### src/rtl/mux_scan_ctrl_if.sv
// Signal bundle between a scan host, the 16:1 mux and the mux scan controller.
// The slave view belongs to the controller; the master view belongs to whoever
// requests scans and supplies the mux output.
interface mux_scan_ctrl_if #(
  parameter int N_CH  = 16,
  parameter int SEL_W = 4
);
  logic             start;
  logic             cont;
  logic             y_in;
  logic [SEL_W-1:0] sel;
  logic             busy;
  logic             done;
  logic [N_CH-1:0]  capture;
  logic             ser_bit;
  logic             ser_valid;

  modport master (
    output start, cont, y_in,
    input  sel, busy, done, capture, ser_bit, ser_valid
  );

  modport slave (
    input  start, cont, y_in,
    output sel, busy, done, capture, ser_bit, ser_valid
  );
endinterface

### src/rtl/mux_scan_ctrl.sv
// Scan controller for the 16:1 mux: steps the select lines, lets each select
// settle, samples the mux output, builds a parallel word and streams each bit.
module mux_scan_ctrl #(
  parameter int N_CH       = 16,
  parameter int SEL_W      = 4,
  parameter int SETTLE_CYC = 1
) (
  input  logic            clk,
  input  logic            rst,
  mux_scan_ctrl_if.slave  bus
);

  localparam int CNT_W = (SETTLE_CYC < 1) ? 1 : $clog2(SETTLE_CYC + 1);
  localparam logic [CNT_W-1:0] CNT_RELOAD = CNT_W'(SETTLE_CYC);
  localparam logic [SEL_W-1:0] SEL_LAST   = SEL_W'(N_CH - 1);

  typedef enum logic [1:0] {
    ST_IDLE,
    ST_SETTLE,
    ST_SAMPLE,
    ST_DONE
  } state_t;

  // With no settle time the controller goes straight from select change to sampling.
  localparam state_t ST_AFTER_SEL = (SETTLE_CYC == 0) ? ST_SAMPLE : ST_SETTLE;

  state_t           state_q, state_d;
  logic [SEL_W-1:0] sel_q, sel_d;
  logic [CNT_W-1:0] cnt_q, cnt_d;
  logic             busy_q, busy_d;
  logic             done_q, done_d;
  logic [N_CH-1:0]  shadow_q, shadow_d;
  logic [N_CH-1:0]  capture_q, capture_d;
  logic             ser_bit_q, ser_bit_d;
  logic             ser_valid_q, ser_valid_d;

  // Next-state and registered-output logic; capture is loaded on entry to DONE
  // (with the final sample merged in) so it is valid while done is high.
  always_comb begin
    state_d     = state_q;
    sel_d       = sel_q;
    cnt_d       = cnt_q;
    busy_d      = busy_q;
    done_d      = 1'b0;
    shadow_d    = shadow_q;
    capture_d   = capture_q;
    ser_bit_d   = ser_bit_q;
    ser_valid_d = 1'b0;

    case (state_q)
      ST_IDLE: begin
        if (bus.start) begin
          sel_d   = '0;
          busy_d  = 1'b1;
          cnt_d   = CNT_RELOAD;
          state_d = ST_AFTER_SEL;
        end
      end

      ST_SETTLE: begin
        cnt_d = cnt_q - CNT_W'(1);
        if (cnt_q <= CNT_W'(1)) begin
          state_d = ST_SAMPLE;
        end
      end

      ST_SAMPLE: begin
        shadow_d[sel_q] = bus.y_in;
        ser_bit_d       = bus.y_in;
        ser_valid_d     = 1'b1;
        if (sel_q == SEL_LAST) begin
          capture_d = shadow_d;
          done_d    = 1'b1;
          state_d   = ST_DONE;
        end else begin
          sel_d   = sel_q + SEL_W'(1);
          cnt_d   = CNT_RELOAD;
          state_d = ST_AFTER_SEL;
        end
      end

      ST_DONE: begin
        if (bus.cont) begin
          sel_d   = '0;
          cnt_d   = CNT_RELOAD;
          state_d = ST_AFTER_SEL;
        end else begin
          busy_d  = 1'b0;
          state_d = ST_IDLE;
        end
      end

      default: begin
        state_d = ST_IDLE;
        busy_d  = 1'b0;
      end
    endcase
  end

  // State and output registers; reset discards any partially assembled word.
  always_ff @(posedge clk) begin
    if (rst) begin
      state_q     <= ST_IDLE;
      sel_q       <= '0;
      cnt_q       <= '0;
      busy_q      <= 1'b0;
      done_q      <= 1'b0;
      shadow_q    <= '0;
      capture_q   <= '0;
      ser_bit_q   <= 1'b0;
      ser_valid_q <= 1'b0;
    end else begin
      state_q     <= state_d;
      sel_q       <= sel_d;
      cnt_q       <= cnt_d;
      busy_q      <= busy_d;
      done_q      <= done_d;
      shadow_q    <= shadow_d;
      capture_q   <= capture_d;
      ser_bit_q   <= ser_bit_d;
      ser_valid_q <= ser_valid_d;
    end
  end

  assign bus.sel       = sel_q;
  assign bus.busy      = busy_q;
  assign bus.done      = done_q;
  assign bus.capture   = capture_q;
  assign bus.ser_bit   = ser_bit_q;
  assign bus.ser_valid = ser_valid_q;

endmodule

### src/flat_wrapper.sv
// flat-port wrapper written by rule: the top's interface ports become plain ports
module mux_scan_ctrl_flat 
#(
  parameter int N_CH       = 16,
  parameter int SEL_W      = 4,
  parameter int SETTLE_CYC = 1
)
  (clk, rst, bus_start, bus_cont, bus_y_in, bus_sel, bus_busy, bus_done, bus_capture, bus_ser_bit, bus_ser_valid);
  mux_scan_ctrl_if #(.N_CH(N_CH), .SEL_W(SEL_W)) bus_i ();
  input  logic clk;
  input  logic rst;
  input wire logic [$bits(bus_i.start)-1:0] bus_start;
  input wire logic [$bits(bus_i.cont)-1:0] bus_cont;
  input wire logic [$bits(bus_i.y_in)-1:0] bus_y_in;
  output wire logic [$bits(bus_i.sel)-1:0] bus_sel;
  output wire logic [$bits(bus_i.busy)-1:0] bus_busy;
  output wire logic [$bits(bus_i.done)-1:0] bus_done;
  output wire logic [$bits(bus_i.capture)-1:0] bus_capture;
  output wire logic [$bits(bus_i.ser_bit)-1:0] bus_ser_bit;
  output wire logic [$bits(bus_i.ser_valid)-1:0] bus_ser_valid;
  assign bus_i.start = bus_start;
  assign bus_i.cont = bus_cont;
  assign bus_i.y_in = bus_y_in;
  assign bus_sel = bus_i.sel;
  assign bus_busy = bus_i.busy;
  assign bus_done = bus_i.done;
  assign bus_capture = bus_i.capture;
  assign bus_ser_bit = bus_i.ser_bit;
  assign bus_ser_valid = bus_i.ser_valid;
  mux_scan_ctrl #(.N_CH(N_CH), .SEL_W(SEL_W), .SETTLE_CYC(SETTLE_CYC)) u_core (.clk(clk), .rst(rst), .bus(bus_i));
endmodule
### config.mk
export PLATFORM = sky130hd
export DESIGN_NAME = mux_scan_ctrl_flat
export DESIGN_NICKNAME = d
export VERILOG_FILES = /design/src/rtl/mux_scan_ctrl_if.sv /design/src/rtl/mux_scan_ctrl.sv /design/src/flat_wrapper.sv
export SDC_FILE = /design/constraint.sdc
export NUM_CORES = 1
export LEC_CHECK = 0
export ABC_CLOCK_PERIOD_IN_PS = 1600
export CAP_MARGIN = 20
export CORE_UTILIZATION = 35
export CTS_BUF_LIST = sky130_fd_sc_hd__clkbuf_2 sky130_fd_sc_hd__clkbuf_4 sky130_fd_sc_hd__clkbuf_8
export DETAILED_ROUTE_END_ITERATION = 7
export PLACE_DENSITY = 0.61
export SLEW_MARGIN = 20
export SYNTH_ARGS = -nofsm -noshare
export SYNTH_HDL_FRONTEND = slang
export SYNTH_SLANG_ARGS = --single-unit
### constraint.sdc
create_clock -name clk -period 1.6 [get_ports clk]
set_clock_uncertainty 0.1 [all_clocks]
set_input_delay 0.16 -clock clk [delete_from_list [all_inputs] [get_ports clk]]
set_output_delay 0.16 -clock clk [all_outputs]
set_load 0.01 [all_outputs]
==> results.tsv <==
stage	metric	value	unit
clock_network	CTS sink cnt	41	
pwr	maximum vdd drop	400	uV
logic_synthesis	syn_area_per_cell	9.00	um2
setup_path	Worst setup EP type	output pin	
clock_network	CTS tree	done	
pwr	LEAKAGE	0.957	nW
floorplanning	full die area	0.00559	mm2
grt	gr ovfl total	0	
sta	final hold vios	0	
logic_synthesis	mapped cell area	0.00185	mm2
clock_network	CTS Buf Count	5	
sta	Final period util	0.957	
sta	RSZ-0062 raised after global routing	false	
setup_path	Worst EP arrival	1270	ps
grt	vias in the first global route	1321	
setup_path	delay-heaviest family, CP	buffers and inverters	
route	drt wl/cell	12.8	um
logic_synthesis	top_reg_cell synth	dfxtp_1	
floorplanning	I/O pin cnt	29	
sta	Final Slew Violations	0	
clock_network	root buffer cell	clkbuf_8	
finish	Core Util, Final	0.465	
sta	fmax	0.653	GHz
outcome	outcome	finished clean	
clock_network	maximum buffer depth of the clock tree	2	
pwr	total power	2.25	mW
flow_run	max-cap violation count	0	
logic_synthesis	yosys warns	0	
sta	min Tclk post-route	1530	ps
logic_synthesis	Post-synth EDFFs	0	
finish	# diodes	0	
route	antenna viol nets, final	0	
route	via count of the routed design	1492	
grt	largest net degree at the start of global routing	42	
clock_network	Clock transition at path regs	80	ps
clock_network	H-tree lvl count	2	
logic_synthesis	most common cell in the netlist	dfxtp_1	
logic_synthesis	post-synthesis async set-or-reset flop share	0	
setup_path	sum of buffers and inverters on the critical path	1	
route	drt first-iter violations	109	
finish	Layout area overhead	28.2	%
grt	overall routing resource usage	0.149	
sta	relative max-transition margin	0.822	
floorplanning	Starting Density	0.363	
setup_path	Cell Chain, Critical Path	clkdlybuf4s50_1	
setup_path	critical path's slowest cell	clkdlybuf4s50_1	
setup_path	CP peak stage delay	560	ps
hold_path	Hold Crit Class	register to register	
sta	Worst-Margin Slew	266	ps
setup_path	Critical Path RT	1340	ps
floorplanning	std cell rows	26	
floorplanning	core area	0.00511	mm2
place	Final Wtd Congestion	0.808	
setup_path	Reg2Reg Setup Slack	80	ps
route	detailed-router iteration count before antenna repair	4	
clock_network	Post-CTS Hold Buffers	0	
logic_synthesis	register area share after synthesis	0.443	
route	routed wire length	3990	um
setup_path	startpoint types	register	
finish	nets	254	
clock_network	clock latency on the worst-skew pair	300	ps
grt	first-pass GRT wire length	6260	um
grt	antenna violations before repair	0	
logic_synthesis	number of distinct library cells after synthesis	29	
logic_synthesis	most frequent cells after synthesis	dfxtp_1, nand2_1, nor2_1	
floorplanning	Die H	74.8	um
setup_path	maximum fanout along the worst path	9	
finish	share of cells above drive strength 1	0.162	
route	DRC Markers	0	
logic_synthesis	Net Count, Synth	220	
route	Vias/cell	4.80	
logic_synthesis	Yosys top cell area share	0.443	
setup_path	critical path class	register to output pin	
logic_synthesis	Yosys top cell by area	dfxtp_1	
logic_synthesis	Post-Syn Instances	206	
floorplanning	die width	74.8	um
logic_synthesis	FF+latch count, synth	41	
place	hpwl dp	2500	um
pwr	Pwr Density	946	mW/mm2
clock_network	Post-CTS Repair Setup Buffers	0	
logic_synthesis	top post-synthesis cells by area	dfxtp_1, mux2i_1, ha_1, nand2_1, a21oi_1	
sta	endpoints failing setup	0	
place	Port Buffers	28	
## worst reg2reg max path, stage by stage, from the launching register on
cell and delay [ps]:
dfxtp_2 350, inv_1 60, ha_1 330, nand2b_4 90
and3_4 240, mux2i_1 190, a21oi_1 70
## per-layer routing
metal,part of all wire,track usage,up-vias
li1,-,-,774
met1,0.51,0.207,683
met2,0.44,0.216,29
met3,0.037,0.0428,6
met4,0.016,0.0629,0
met5,0,0,-
## power by group
| part | total, mW | internal [mW] | switching [mW] |
|---|---|---|---|
| Clock | 0.671 | 0.301 | 0.370 |
| Combinational | 0.497 | 0.231 | 0.266 |
| Sequential | 1.08 | 1.06 | 0.0224 |
## layout by cell type, fill, tap and decap left out, drive strengths merged, types with 2 or more instances in the layout
master / n
a211oi: 6
a21oi: 20
and2b: 2
and3: 4
and4: 2
buf: 14
clkbuf: 5
clkdlybuf4s50: 27
clkinv: 2
dfxtp: 41
ha: 9
inv: 4
mux2i: 19
nand2: 30
nand2b: 3
nand3: 14
nand4: 6
nor2: 24
nor2b: 2
## path summary, 6_finish.rpt
kind / to / start / cells after the start
setup reg to reg: u_core.bus.sel[3]$_SDFFE_PP0P_ / u_core.state_q[1]$_SDFFE_PP0P_ / 6
hold reg to reg: u_core.bus.capture[4]$_SDFFE_PP0P_ / u_core.shadow_q[4]$_SDFFE_PP0P_ / 2
hold / removal: u_core.bus.capture[4]$_SDFFE_PP0P_ / u_core.shadow_q[4]$_SDFFE_PP0P_ / 2
setup / recovery: bus_sel[2] / u_core.bus.sel[2]$_SDFFE_PP0P_ / 1
## layout make-up
cell class | count | area [um2]
sequential | 41 | 831
clock buffer | 5 | 68.8
clock inverter | 3 | 17.5
multi-input combinational | 146 | 945
tap | 70 | 87.6
timing repair buffer | 42 | 413
fill | 517 | 2730
inverter | 4 | 15.0
## through the flow
stage	cells	hold WS, ps	cell area, um2	worst slack, ps	TNS, ps
final	311	357	2380	69.6	0
after global routing	311	379	2380	24.9	0
after global placement	302	345	2250	-29.7	-29.7
after CTS	310	357	2340	9.70	0
after floorplan	206	251	1860	28.6	0
after detailed placement	302	346	2250	-67.4	-86.4
## sequential cells by signal, indices dropped and copies added, names as in the netlist
register and count:
u_core.bus.sel 4, u_core.state_q 2, u_core.bus.busy 1, u_core.bus.ser_valid 1
u_core.bus.capture 16, u_core.bus.done 1, u_core.bus.ser_bit 1, u_core.shadow_q 15
## logic make-up after synthesis
kind of cell    synth area share
buf+inv                   0.0648
flops                      0.443
mux                        0.103
simple gates               0.227
fa+ha+maj                 0.0607
compound gates             0.103
## repair_timing
item / 4_1_cts / 5_1_grt
endpoints found under the setup margin: 6 / 16
gates resized for setup: 4 / 8
cloned: 0 / 1
pin swaps: 0 / 1
Power figures use the tool's default switching activity.
